--- config.mk ---
export PLATFORM = sky130hd
export DESIGN_NAME = result_serializer_flat
export DESIGN_NICKNAME = d
export VERILOG_FILES = /design/src/rtl/systolic_pkg.sv /design/src/rtl/result_serializer_if.sv /design/src/rtl/result_frame_buf.sv /design/src/rtl/result_serializer.sv /design/src/flat_wrapper.sv
export SDC_FILE = /design/constraint.sdc
export NUM_CORES = 1
export LEC_CHECK = 0
export CORE_MARGIN = 2
export CORE_UTILIZATION = 43
export CTS_BUF_LIST = sky130_fd_sc_hd__clkbuf_8 sky130_fd_sc_hd__clkbuf_16
export CTS_CLUSTER_DIAMETER = 40
export DETAILED_ROUTE_END_ITERATION = 8
export SLEW_MARGIN = 20
export SYNTH_ARGS = -nofsm -noshare
export SYNTH_HDL_FRONTEND = slang
export SYNTH_SLANG_ARGS = --single-unit
--- constraint.sdc ---
create_clock -name i_clk -period 22.1 [get_ports i_clk]
set_input_delay 3.315 -clock i_clk [delete_from_list [all_inputs] [get_ports i_clk]]
set_output_delay 3.315 -clock i_clk [all_outputs]
set_load 0.005 [all_outputs]
--- src/rtl/systolic_pkg.sv ---
// Shared widths, dimension bounds and serializer states
// for the systolic array result path.
package systolic_pkg;

  localparam int RESULT_W  = 32;
  localparam int OPERAND_W = 8;
  localparam int N_MIN     = 3;
  localparam int N_MAX     = 256;

  typedef enum logic [0:0] {
    ST_IDLE   = 1'b0,
    ST_STREAM = 1'b1
  } ser_state_e;

endpackage

--- src/rtl/result_serializer_if.sv ---
// Element stream from the result serializer to its sink:
// valid/ready handshake with row/col tags and a last marker.
interface result_serializer_if
  import systolic_pkg::*;
#(
  parameter int N = 4
);

  localparam int IDX_W = $clog2(N);

  logic [RESULT_W-1:0] o_data;
  logic [IDX_W-1:0]    o_row;
  logic [IDX_W-1:0]    o_col;
  logic                o_valid;
  logic                o_last;
  logic                i_ready;

  modport master (
    output o_data,
    output o_row,
    output o_col,
    output o_valid,
    output o_last,
    input  i_ready
  );

  modport slave (
    input  o_data,
    input  o_row,
    input  o_col,
    input  o_valid,
    input  o_last,
    output i_ready
  );

endinterface

--- src/rtl/result_frame_buf.sv ---
// One N x N result frame: whole-frame load, optional
// row/col element read port.
module result_frame_buf
  import systolic_pkg::*;
#(
  parameter  bit HAS_MUX = 1'b1,
  parameter  int N       = 4,
  localparam int IDX_W   = $clog2(N)
) (
  input  logic                i_clk,
  input  logic                i_load,
  input  logic [RESULT_W-1:0] i_d [N][N],
  input  logic [IDX_W-1:0]    i_row,
  input  logic [IDX_W-1:0]    i_col,
  output logic [RESULT_W-1:0] o_q [N][N],
  output logic [RESULT_W-1:0] o_rd
);

  logic [RESULT_W-1:0] mem [N][N];

  // Payload only; validity is tracked by the owner.
  always_ff @(posedge i_clk) begin
    if (i_load) begin
      mem <= i_d;
    end
  end

  assign o_q = mem;

  generate
    if (HAS_MUX) begin : g_mux
      assign o_rd = mem[i_row][i_col];
    end else begin : g_no_mux
      logic unused_idx;
      assign unused_idx = ^{i_row, i_col};
      assign o_rd       = '0;
    end
  endgenerate

endmodule

--- src/rtl/result_serializer.sv ---
// Streams N x N result frames row-major over a valid/ready
// port, with a one-deep frame backlog and sticky overrun.
module result_serializer
  import systolic_pkg::*;
#(
  parameter  int N     = 4,
  localparam int IDX_W = $clog2(N)
) (
  input  logic                i_clk,
  input  logic                i_arst_n,
  input  logic [RESULT_W-1:0] i_c [N][N],
  input  logic                i_validResult,
  result_serializer_if.master res_if,
  output logic                o_busy,
  output logic                o_overrun,
  input  logic                i_clearOverrun
);

  generate
    if (N < N_MIN || N > N_MAX) begin : g_bad_n
      $error("result_serializer: N=%0d out of range", N);
    end
  endgenerate

  localparam logic [IDX_W-1:0] LAST_IDX = IDX_W'(N - 1);

  ser_state_e       state;
  logic             pend_valid;
  logic [IDX_W-1:0] row;
  logic [IDX_W-1:0] col;
  logic             overrun;

  logic streaming;
  logic at_last;
  logic xfer;
  logic last_xfer;
  logic load_act;
  logic act_from_pend;
  logic load_pend;
  logic drop;

  logic [RESULT_W-1:0] act_d [N][N];
  logic [RESULT_W-1:0] pend_q [N][N];
  logic [RESULT_W-1:0] unused_act_q [N][N];
  logic [RESULT_W-1:0] act_rd;
  logic [RESULT_W-1:0] unused_pend_rd;

  assign streaming = (state == ST_STREAM);
  assign at_last   = (row == LAST_IDX) && (col == LAST_IDX);
  assign xfer      = streaming & res_if.i_ready;
  assign last_xfer = xfer & at_last;

  // A frame finishing this cycle frees a slot, so an
  // arriving frame is never dropped on the last beat.
  always_comb begin
    load_act      = 1'b0;
    act_from_pend = 1'b0;
    load_pend     = 1'b0;
    drop          = 1'b0;
    unique case (1'b1)
      !streaming: begin
        load_act = i_validResult;
      end
      last_xfer: begin
        load_act      = pend_valid | i_validResult;
        act_from_pend = pend_valid;
        load_pend     = pend_valid & i_validResult;
      end
      default: begin
        load_pend = i_validResult & ~pend_valid;
        drop      = i_validResult & pend_valid;
      end
    endcase
  end

  always_comb begin
    if (act_from_pend) begin
      act_d = pend_q;
    end else begin
      act_d = i_c;
    end
  end

  always_ff @(posedge i_clk or negedge i_arst_n) begin
    if (!i_arst_n) begin
      state      <= ST_IDLE;
      pend_valid <= 1'b0;
      row        <= '0;
      col        <= '0;
      overrun    <= 1'b0;
    end else begin
      if (load_act) begin
        state <= ST_STREAM;
        row   <= '0;
        col   <= '0;
      end else if (last_xfer) begin
        state <= ST_IDLE;
        row   <= '0;
        col   <= '0;
      end else if (xfer) begin
        if (col == LAST_IDX) begin
          col <= '0;
          row <= row + 1'b1;
        end else begin
          col <= col + 1'b1;
        end
      end

      if (load_pend) begin
        pend_valid <= 1'b1;
      end else if (last_xfer) begin
        pend_valid <= 1'b0;
      end

      // Setting wins over a same-cycle clear.
      if (drop) begin
        overrun <= 1'b1;
      end else if (i_clearOverrun) begin
        overrun <= 1'b0;
      end
    end
  end

  result_frame_buf #(
    .HAS_MUX (1'b1),
    .N       (N)
  ) u_active (
    .i_clk  (i_clk),
    .i_load (load_act),
    .i_d    (act_d),
    .i_row  (row),
    .i_col  (col),
    .o_q    (unused_act_q),
    .o_rd   (act_rd)
  );

  result_frame_buf #(
    .HAS_MUX (1'b0),
    .N       (N)
  ) u_pending (
    .i_clk  (i_clk),
    .i_load (load_pend),
    .i_d    (i_c),
    .i_row  (row),
    .i_col  (col),
    .o_q    (pend_q),
    .o_rd   (unused_pend_rd)
  );

  assign res_if.o_valid = streaming;
  assign res_if.o_row   = row;
  assign res_if.o_col   = col;
  assign res_if.o_last  = streaming & at_last;
  assign res_if.o_data  = streaming ? act_rd : '0;

  assign o_busy    = streaming | pend_valid;
  assign o_overrun = overrun;

endmodule
--- src/flat_wrapper.sv ---
// flat-port wrapper written by rule: the top's interface ports become plain ports
module result_serializer_flat import systolic_pkg::*;
#(
  parameter  int N     = 4,
  localparam int IDX_W = $clog2(N)
)
  (i_clk, i_arst_n, i_c, i_validResult, o_busy, o_overrun, i_clearOverrun, res_if_o_data, res_if_o_row, res_if_o_col, res_if_o_valid, res_if_o_last, res_if_i_ready);
  result_serializer_if #(.N(N)) res_if_i ();
  input  logic i_clk;
  input  logic i_arst_n;
  input  logic [RESULT_W-1:0] i_c[N][N];
  input  logic i_validResult;
  output logic o_busy;
  output logic o_overrun;
  input  logic i_clearOverrun;
  output wire logic [$bits(res_if_i.o_data)-1:0] res_if_o_data;
  output wire logic [$bits(res_if_i.o_row)-1:0] res_if_o_row;
  output wire logic [$bits(res_if_i.o_col)-1:0] res_if_o_col;
  output wire logic [$bits(res_if_i.o_valid)-1:0] res_if_o_valid;
  output wire logic [$bits(res_if_i.o_last)-1:0] res_if_o_last;
  input wire logic [$bits(res_if_i.i_ready)-1:0] res_if_i_ready;
  assign res_if_o_data = res_if_i.o_data;
  assign res_if_o_row = res_if_i.o_row;
  assign res_if_o_col = res_if_i.o_col;
  assign res_if_o_valid = res_if_i.o_valid;
  assign res_if_o_last = res_if_i.o_last;
  assign res_if_i.i_ready = res_if_i_ready;
  result_serializer #(.N(N)) u_core (.i_clk(i_clk), .i_arst_n(i_arst_n), .i_c(i_c), .i_validResult(i_validResult), .res_if(res_if_i), .o_busy(o_busy), .o_overrun(o_overrun), .i_clearOverrun(i_clearOverrun));
endmodule
# [Word-level counts from Yosys, hierarchy flattened]
# Index checks and enable logic that the tools add are counted.
[word_totals] register_bits=1031 in_bits=517 out_inout_bits=40 word_cells=87
[classes] n_addsub=2 magnitude_cmp=2 eq_ne=2 mux=25 bitwise_logic=10 n_reduce_logical=9
[op_table] operator="$mux 512" n=1
[op_table] operator="$bmux 128 s2" n=1
[op_table] operator="$mux 128" n=2
[op_table] operator="$mux 32" n=3
[op_table] operator="$bmux 32 s2" n=1
[op_table] operator="$mux 2" n=8
[op_table] operator="$mux 1" n=7
[op_table] operator="$ge 3x3->1 const B" n=2
[op_table] operator="$not 2->3" n=2
[op_table] operator="$reduce_bool 2->1" n=3
[op_table] operator="$reduce_bool 3->1" n=2
[op_table] operator="$and 1x1->1" n=5
[op_table] operator="$add 2x1->2 const B" n=2
[op_table] operator="$eq 2x2->1 const B" n=2
[op_table] operator="$pmux 1 s2" n=2
[op_table] operator="$or 1x1->1" n=2
[op_table] operator="$reduce_and 2->1" n=1
[op_table] operator="$reduce_or 2->1" n=1
[op_table] operator="$logic_and 1x1->1" n=1
[op_table] operator="$logic_not 1->1" n=1
[op_table] operator="$not 1->1" n=1

# [Logic depth before layout (Yosys ltp)]
# Gate-level depths: netlist of the first run.
[depth] depth_word=8 depth_mapped=8

# [Hierarchy]
# From an unflattened synthesis of the first run, not the netlist that was laid out.
[unflattened] hier_cells=1984 hier_area_um2=43498.0
[by_module_without_submodules] module="result_frame_buf at u_core.u_active" instances=1 cells_per_inst=783 area_per_inst_um2=19103.3 seq_area_each_um2=15374.7
[by_module_without_submodules] module="result_frame_buf at u_core.u_pending" instances=1 cells_per_inst=545 area_per_inst_um2=15618.7 seq_area_each_um2=15374.7
[by_module_without_submodules] module="result_serializer" instances=1 cells_per_inst=656 area_per_inst_um2=8775.9 seq_area_each_um2=175.2

# [Worst setup path after synthesis of the first run]
# Ideal clock, no wire load.
[synth_path] path_kind="input-to-reg" start="input res_if_i_ready" end="register u_core.u_pending.mem, in the netlist u_core.u_pending.o_q[0] (enable)" setup_time_ns=0.950 t_arrival_ns=15.232 required_ns=21.150 path_slack_ns=5.918 path_stages=3 path_buffers=0 cell_sequence="nand3_1 > xor2_1 > and3_1"
[synth_between] elab_chain_cells=3
[synth_rtl] item="start, declared" line_no="flat_wrapper.sv:21" text="input wire logic [$bits(res_if_i.i_ready)-1:0] res_if_i_ready;"
[synth_rtl] item="$and 1x1->1" line_no="result_serializer.sv:50" text="assign xfer = streaming & res_if.i_ready;"
[synth_rtl] item="$and 1x1->1" line_no="result_serializer.sv:51" text="assign last_xfer = xfer & at_last;"
[synth_rtl] item="$pmux 1 s2" line_no="result_serializer.sv:60" text="unique case (1'b1)"
[synth_rtl] item="via u_core.load_pend" line_no="result_serializer.sv:39" text="logic load_pend;"
[synth_rtl] item="end signal, assigned" line_no="result_frame_buf.sv:24" text="mem <= i_d;"
[synth_rtl] item="end, declared" line_no="result_frame_buf.sv:19" text="logic [RESULT_W-1:0] mem [N][N];"
# The timed path passes the listed nets, and every way through them passes these cells.
# A chain may end at the register's enable or synchronous reset.

# [Worst setup path in the final report of the first run]
[layout_path] start="input res_if_i_ready" end="register u_core.u_active.mem, in the netlist u_core.u_active.o_q[272] (enable)"
[layout_between] elab_chain_cells=3
[layout_rtl] item="$and 1x1->1" line_no="result_serializer.sv:50"
[layout_rtl] item="$and 1x1->1" line_no="result_serializer.sv:51"
[layout_rtl] item="$pmux 1 s2" line_no="result_serializer.sv:60"
[layout_rtl] item="via u_core.load_act" line_no="result_serializer.sv:37" text="logic load_act;"
[layout_rtl] item="end signal, assigned" line_no="result_frame_buf.sv:24"
[layout_rtl] item="end, declared" line_no="result_frame_buf.sv:19"
# The timed path passes the listed nets, and every way through them passes these cells.

==> results_dict.tcl, run 1 <==
set metrics [dict create \
    status "completed" \
    synth.largest_area_cell "edfxtp_1" \
    vias 22000 \
    clkTransAtPathRegs_ns 0.05 \
    finalHoldViolCount 0 \
    path_buf_inv 5 \
    final_common_cell "edfxtp_1" \
    grt_usage_pct 20.4 \
    nFillCells 7761 \
    synthTopCellsByArea "edfxtp_1 (71%), mux2_4 (12%), mux2i_1 (5.7%)" \
    die_area_sq_um 103000 \
    crit_fanout 77 \
    overflow 0 \
    hold_path.class "register to register" \
    fmax_mhz 110 \
    via_per_inst 5.23 \
    die_y_um 320 \
    coreArea_sq_um 99700 \
    drc 0 \
    place_hpwl_um 69700 \
    io_buffers 556 \
    synthXorXnorAreaFrac_pct 0.0204 \
    syn_area_per_cell_sq_um 19.9 \
    post_cts.repair.setup_buffers 0 \
    hold_path.startpoint "u_core.u_pending.o_q[232]" \
    crit_type "input pin to register" \
    syn_nets 2686 \
    globalplace.congestion 0.783 \
    power.share.sequential_pct 40.8 \
    tightest_slew_ns 1.29 \
    antenna_found_initial 41 \
    cts_buffer_depth 3 \
    finalSetupTns_ns 0 \
    yosysUniqueCellTypes 32 \
    p_int_uw 4330 \
    drt-initial-drc-count 1654 \
    period_needed_ns 9.05 \
    synth_area_sq_um 43000 \
    firstDrtPassIters 5 \
    p_clk_share_pct 38.3 \
    grt_max_degree 175 \
    drv_cap 0 \
    endpoint_kind "register" \
    yosys.area_share.simple_pct 0.800 \
    cts_tree "yes" \
    place_area_sq_um 49700 \
    postLayoutCoreUtil_pct 54.8 \
    power_frac_comb_pct 20.9 \
    finalPower_uw 6050 \
    fin_area_sq_um 54600 \
    wire_per_inst_um 25.2 \
    htreeDepth 4 \
    fin_nets 3299 \
    rows 116 \
    crit_arrival_ns 9.41 \
    required_ns 22.46 \
    p_per_area_nw_per_um2 111 \
    drive_gt1_share_pct 27.4 \
    rsz0062_at_grt "false" \
    synth-adder-area-share_pct 0.0582 \
    cpMostUsedCell "buf_4" \
    critPathLaunch "res_if_i_ready" \
    ant_nets 0 \
    numCtsBuffers 147 \
    die_w_um 320 \
    clock_latency_ns 0.74 \
    crit_chain "clkdlybuf4s50_1, nand3_4, nand2_4, buf_4, buf_4, buf_4, buf_4" \
    slew_viol_final 0 \
    critPathMaxStageDelay_ns 1.06 \
    fin_skew_ns 0.0202 \
    initial_core_util_pct 43.2 \
    hold_slack_ns 0.533 \
    synth_seq_cells 1031 \
    wl_um 106000 \
    synth_mux_area_share_pct 22.4 \
    p_sw_uw 1720 \
    final_cell_mix "edfxtp_1 (1024), clkdlybuf4s50_1 (556), mux2_4 (347)" \
    synth_compound_area_share_pct 2.75 \
    area.growth.synth_to_final_pct 27.0 \
    start_kind "input pin" \
    slowest_stage "nand2_4" \
    leakagePower_uw 0.0200 \
    grt_pass1_wl_um 153000 \
    cp_top_family "buffers and inverters" \
    r2r_start "u_core.res_if.o_row[0]" \
    ioPinCount 557 \
    post_cts_resized 0 \
    post-route-period-util_pct 41.0 \
    maxSlewHeadroom_pct 14.3 \
    clock_sinks 1031 \
    power_switching_share_pct 28.5 \
    peakVddDrop_mv 0.0922 \
    yosysWarnings 0 \
    first_global_vias 23300 \
    synthCells 2167 \
    root_buffer "clkbuf_16" \
    synth_top_family_by_area "multiplexers" \
    synth_top_area_share_pct 71.5 \
    setup_viol 0 \
    hold_buffers 0 \
    ys_seq_area_share_pct 71.9 \
]
## layout make-up
type | count | area (sq um) | area share (%)
diodes | 15 | 37.5 | 0.0687
flip-flops and latches | 1031 | 30900 | 56.6
clock inverters | 122 | 1230 | 2.25
repair buffers | 582 | 5820 | 10.7
inverters | 4 | 15.0 | 0.0275
well taps | 1298 | 1620 | 2.97
multi-input cells | 1014 | 11300 | 20.6
clock buffers | 149 | 3720 | 6.80
## state kept, by name, summed over array words and instances, names as in the netlist
register and flops:
u_core.o_overrun 1, u_core.pend_valid 1, u_core.res_if.o_col 2, u_core.res_if.o_row 2, u_core.res_if.o_valid 1, u_core.u_active.o_q 512
u_core.u_pending.o_q 512
## logic make-up after synthesis
kind of cell    count (synthesis)
fa+ha+maj                       2
mux                           762
flops                        1031
simple gates                   82
xor+xnor                        1
buf+inv                       122
compound gates                167
## through the flow
step	std cells	worst slack (ns)
global placement	3929	12.46
detailed placement	3929	12.24
global route	4206	12.62
finish	4215	13.05
floorplan	2167	5.92
CTS	4200	13.01
## worst reg2reg max path, stage by stage (launching register included)
cell,delay (ns)
dfrtp_4,0.87
ha_1,0.36
and3_1,0.27
nand3_4,0.73
nand2_4,1.06
buf_4,0.85
buf_4,0.95
buf_4,0.99
buf_4,0.82
## power by group through the flow
| stage | Clock, uW | Combinational [uW] | Sequential, uW |
|---|---|---|---|
| 2_1_floorplan | 0 | 695 | 2610 |
| 5_1_grt | 2450 | 1350 | 2480 |
| 4_1_cts | 2370 | 1300 | 2470 |
| 3_5_place_dp | 0 | 1290 | 2510 |
| 3_3_place_gp | 0 | 1280 | 2500 |
| 6_report | 2320 | 1260 | 2470 |
## synth_stat cells (all sizes together)
| cell type | count |
|---|---|
| inv | 4 |
| mux2 | 512 |
| and2 | 1 |
| nand2 | 62 |
| nand4 | 3 |
| nand2b | 2 |
| a21oi | 3 |
| mux4 | 7 |
| a221oi | 7 |
| or2 | 1 |
| o21ai | 16 |
| o22ai | 25 |
| edfxtp | 1024 |
| clkbuf | 31 |
| a21o | 1 |
| a21boi | 1 |
| xor2 | 1 |
| dfrtp | 7 |
| nor2 | 4 |
| nand3 | 4 |
| ha | 2 |
| a22oi | 114 |
| mux2i | 243 |
| and3 | 2 |
| nor2b | 2 |
| buf | 87 |
| nor3 | 1 |
## path summary, 6_finish.rpt
path | endpoint | slack (ns) | depth (start not counted)
hold / removal | u_core.u_active.o_q[232] | 0.53 | 1
max in group asynchronous | u_core.res_if.o_row[0] | 18.95 | 1
min in group asynchronous | u_core.res_if.o_col[1] | 2.85 | 1
setup reg to reg | u_core.u_active.o_q[272] | 14.79 | 8
setup / recovery | u_core.u_active.o_q[272] | 13.05 | 7
hold reg to reg | u_core.u_active.o_q[232] | 0.53 | 1
## routing by layer
layer | global-route usage (%) | up-vias | routed length [um]
met3 | 6.93 | 194 | 8460
met4 | 6.71 | 50 | 2320
met2 | 34.8 | 692 | 53500
li1 | - | 9983 | -
met1 | 24.1 | 11100 | 41700
met5 | 0 | - | 337
Note: power is estimated with default switching activity, not from simulation.
==> inputs of run 2 (changes only) <==
- clock period: 22.1 -> 9.35 ns (I/O delays scaled with it)
==> results_dict.tcl, run 2 (synthesis results as in run 1) <==
set metrics [dict create \
    period_needed_ns 5.93 \
    p_sw_uw 4030 \
    critPathMaxStageDelay_ns 0.77 \
    vias 22000 \
    crit_fanout 40 \
    clock_sinks 1031 \
    antenna_found_initial 40 \
    fin_nets 3300 \
    globalplace.congestion 0.795 \
    p_clk_share_pct 39.2 \
    post-route-period-util_pct 63.4 \
    fmax_mhz 169 \
    hold_slack_ns 0.527 \
    root_buffer "clkbuf_16" \
    final_common_cell "edfxtp_1" \
    start_kind "register" \
    htreeDepth 4 \
    power_frac_comb_pct 20.5 \
    die_y_um 320 \
    pre_cts_ws_ns 4.14 \
    leakagePower_uw 0.0200 \
    p_int_uw 10400 \
    cts_tree "yes" \
    holdPathStages 1 \
    grt_busiest_layer "met2" \
    rsz0062_at_grt "false" \
    final_cell_mix "edfxtp_1 (1024), clkdlybuf4s50_1 (556), mux2_4 (347)" \
    grt_usage_pct 20.8 \
    drive_gt1_share_pct 27.8 \
    peakVddDrop_mv 0.172 \
    crit_type "register to primary output" \
    grt_max_degree 165 \
    clock_latency_ns 0.75 \
    hold_path.class "register to register" \
    drv_cap 0 \
    layout_setup_ws_ns 3.42 \
    clkTransAtPathRegs_ns 0.05 \
    wl_um 108000 \
    place_hpwl_um 72000 \
    overflow 0 \
    initial_core_util_pct 43.2 \
    post_cts.repair.setup_buffers 0 \
    required_ns 7.95 \
    maxSlewHeadroom_pct 23.0 \
    grt_use_met2_pct 36.0 \
    via_per_inst 5.24 \
    crit_arrival_ns 4.52 \
    grt_util_met1_pct 23.9 \
    power.share.sequential_pct 40.3 \
    status "completed" \
    hold_buffers 0 \
    die_area_sq_um 103000 \
    ant_nets 0 \
    area.growth.synth_to_final_pct 27.4 \
    finalHoldViolCount 0 \
    endpoint_kind "primary output" \
    p_per_area_nw_per_um2 264 \
    slowest_stage "nor2b_4" \
    ioPinCount 557 \
    io_buffers 556 \
    first_global_vias 23800 \
    use_met3_pct 7.51 \
    grt_pass1_wl_um 156000 \
    rows 116 \
    wire_per_inst_um 25.7 \
    die_w_um 320 \
    tightest_slew_ns 1.15 \
    finalSetupTns_ns 0 \
    drt-initial-drc-count 1502 \
    firstDrtPassIters 5 \
    setup_viol 0 \
    rr_worst_depth 7 \
    drc 0 \
    crit_chain "buf_4, nor2b_4, buf_4, a221oi_1, o21ai_0, o21ai_0, clkdlybuf4s50_1" \
    power_switching_share_pct 27.9 \
    slew_viol_final 0 \
    cts_buffer_depth 3 \
    numCtsBuffers 148 \
    coreArea_sq_um 99700 \
    post_cts_resized 0 \
    fin_skew_ns 0.0305 \
]
[run 2: cell count changes in the layout (fill, tap and decap cells not counted), moves of 2 or more]
cell / delta
bufinv_16: +6
diode_2: -7
inv_1: -9
clkinv_1: -3
clkbuf_16: +4
inv_16: -5
inv_8: -2
clkinv_4: +5
clkinv_2: +3
[run 2: area by class of cell]
cell class / instances / area [sq um]
Antenna cell: 8 / 20.0
Clock buffer: 152 / 3800
Tap cell: 1298 / 1620
Multi-Input combinational cell: 1014 / 11300
Timing Repair Buffer: 582 / 5840
Fill cell: 7672 / 44900
Sequential cell: 1031 / 30900
Clock inverter: 118 / 1310
Inverter: 4 / 15.0
[run 2: power by group through the flow]
stage / Sequential, uW / Clock (uW) / Combinational, uW
finish: 5830 / 5670 / 2960
CTS: 5830 / 5800 / 3050
global placement: 5900 / 0 / 3000
detailed placement: 5920 / 0 / 3030
global route: 5860 / 5990 / 3170
floorplan: 5990 / 0 / 1640
[run 2: worst paths after layout]
path	startpoint	end	slack (ns)
max	u_core.res_if.o_col[0]	res_if_o_data[10]	3.42
min	u_core.u_pending.o_q[314]	u_core.u_active.o_q[314]	0.53
max reg2reg	u_core.res_if.o_row[0]	u_core.u_active.o_q[471]	4.65
min reg2reg	u_core.u_pending.o_q[314]	u_core.u_active.o_q[314]	0.53
max in group asynchronous	i_arst_n	u_core.res_if.o_row[0]	8.10
min in group asynchronous	i_arst_n	u_core.o_overrun	0.95
[run 2: critical path, delay by kind of cell, from the launching register on]
family / cells / cell delay (ns)
buffers and inverters: 3 / 1.52
AND/OR/NAND/NOR: 1 / 0.77
AO/OA/AOI/OAI: 3 / 0.71
flip-flops: 1 / 0.70
[run 2: per-layer routing]
layer / up-vias / wire length [um]
met2: 663 / 54900
met5: - / 432
met1: 11100 / 41600
met3: 217 / 8600
met4: 66 / 2470
li1: 9970 / -
[run 2: metrics by stage]
step	power [uW]	cell area [sq um]	util, %	cells
floorplan	7640	43000	-	2167
CTS	14700	54800	55.0	4199
detailed placement	8950	49700	49.8	3929
global placement	8900	49700	49.8	3929
global route	15000	54800	55.0	4202
finish	14500	54800	55.0	4207
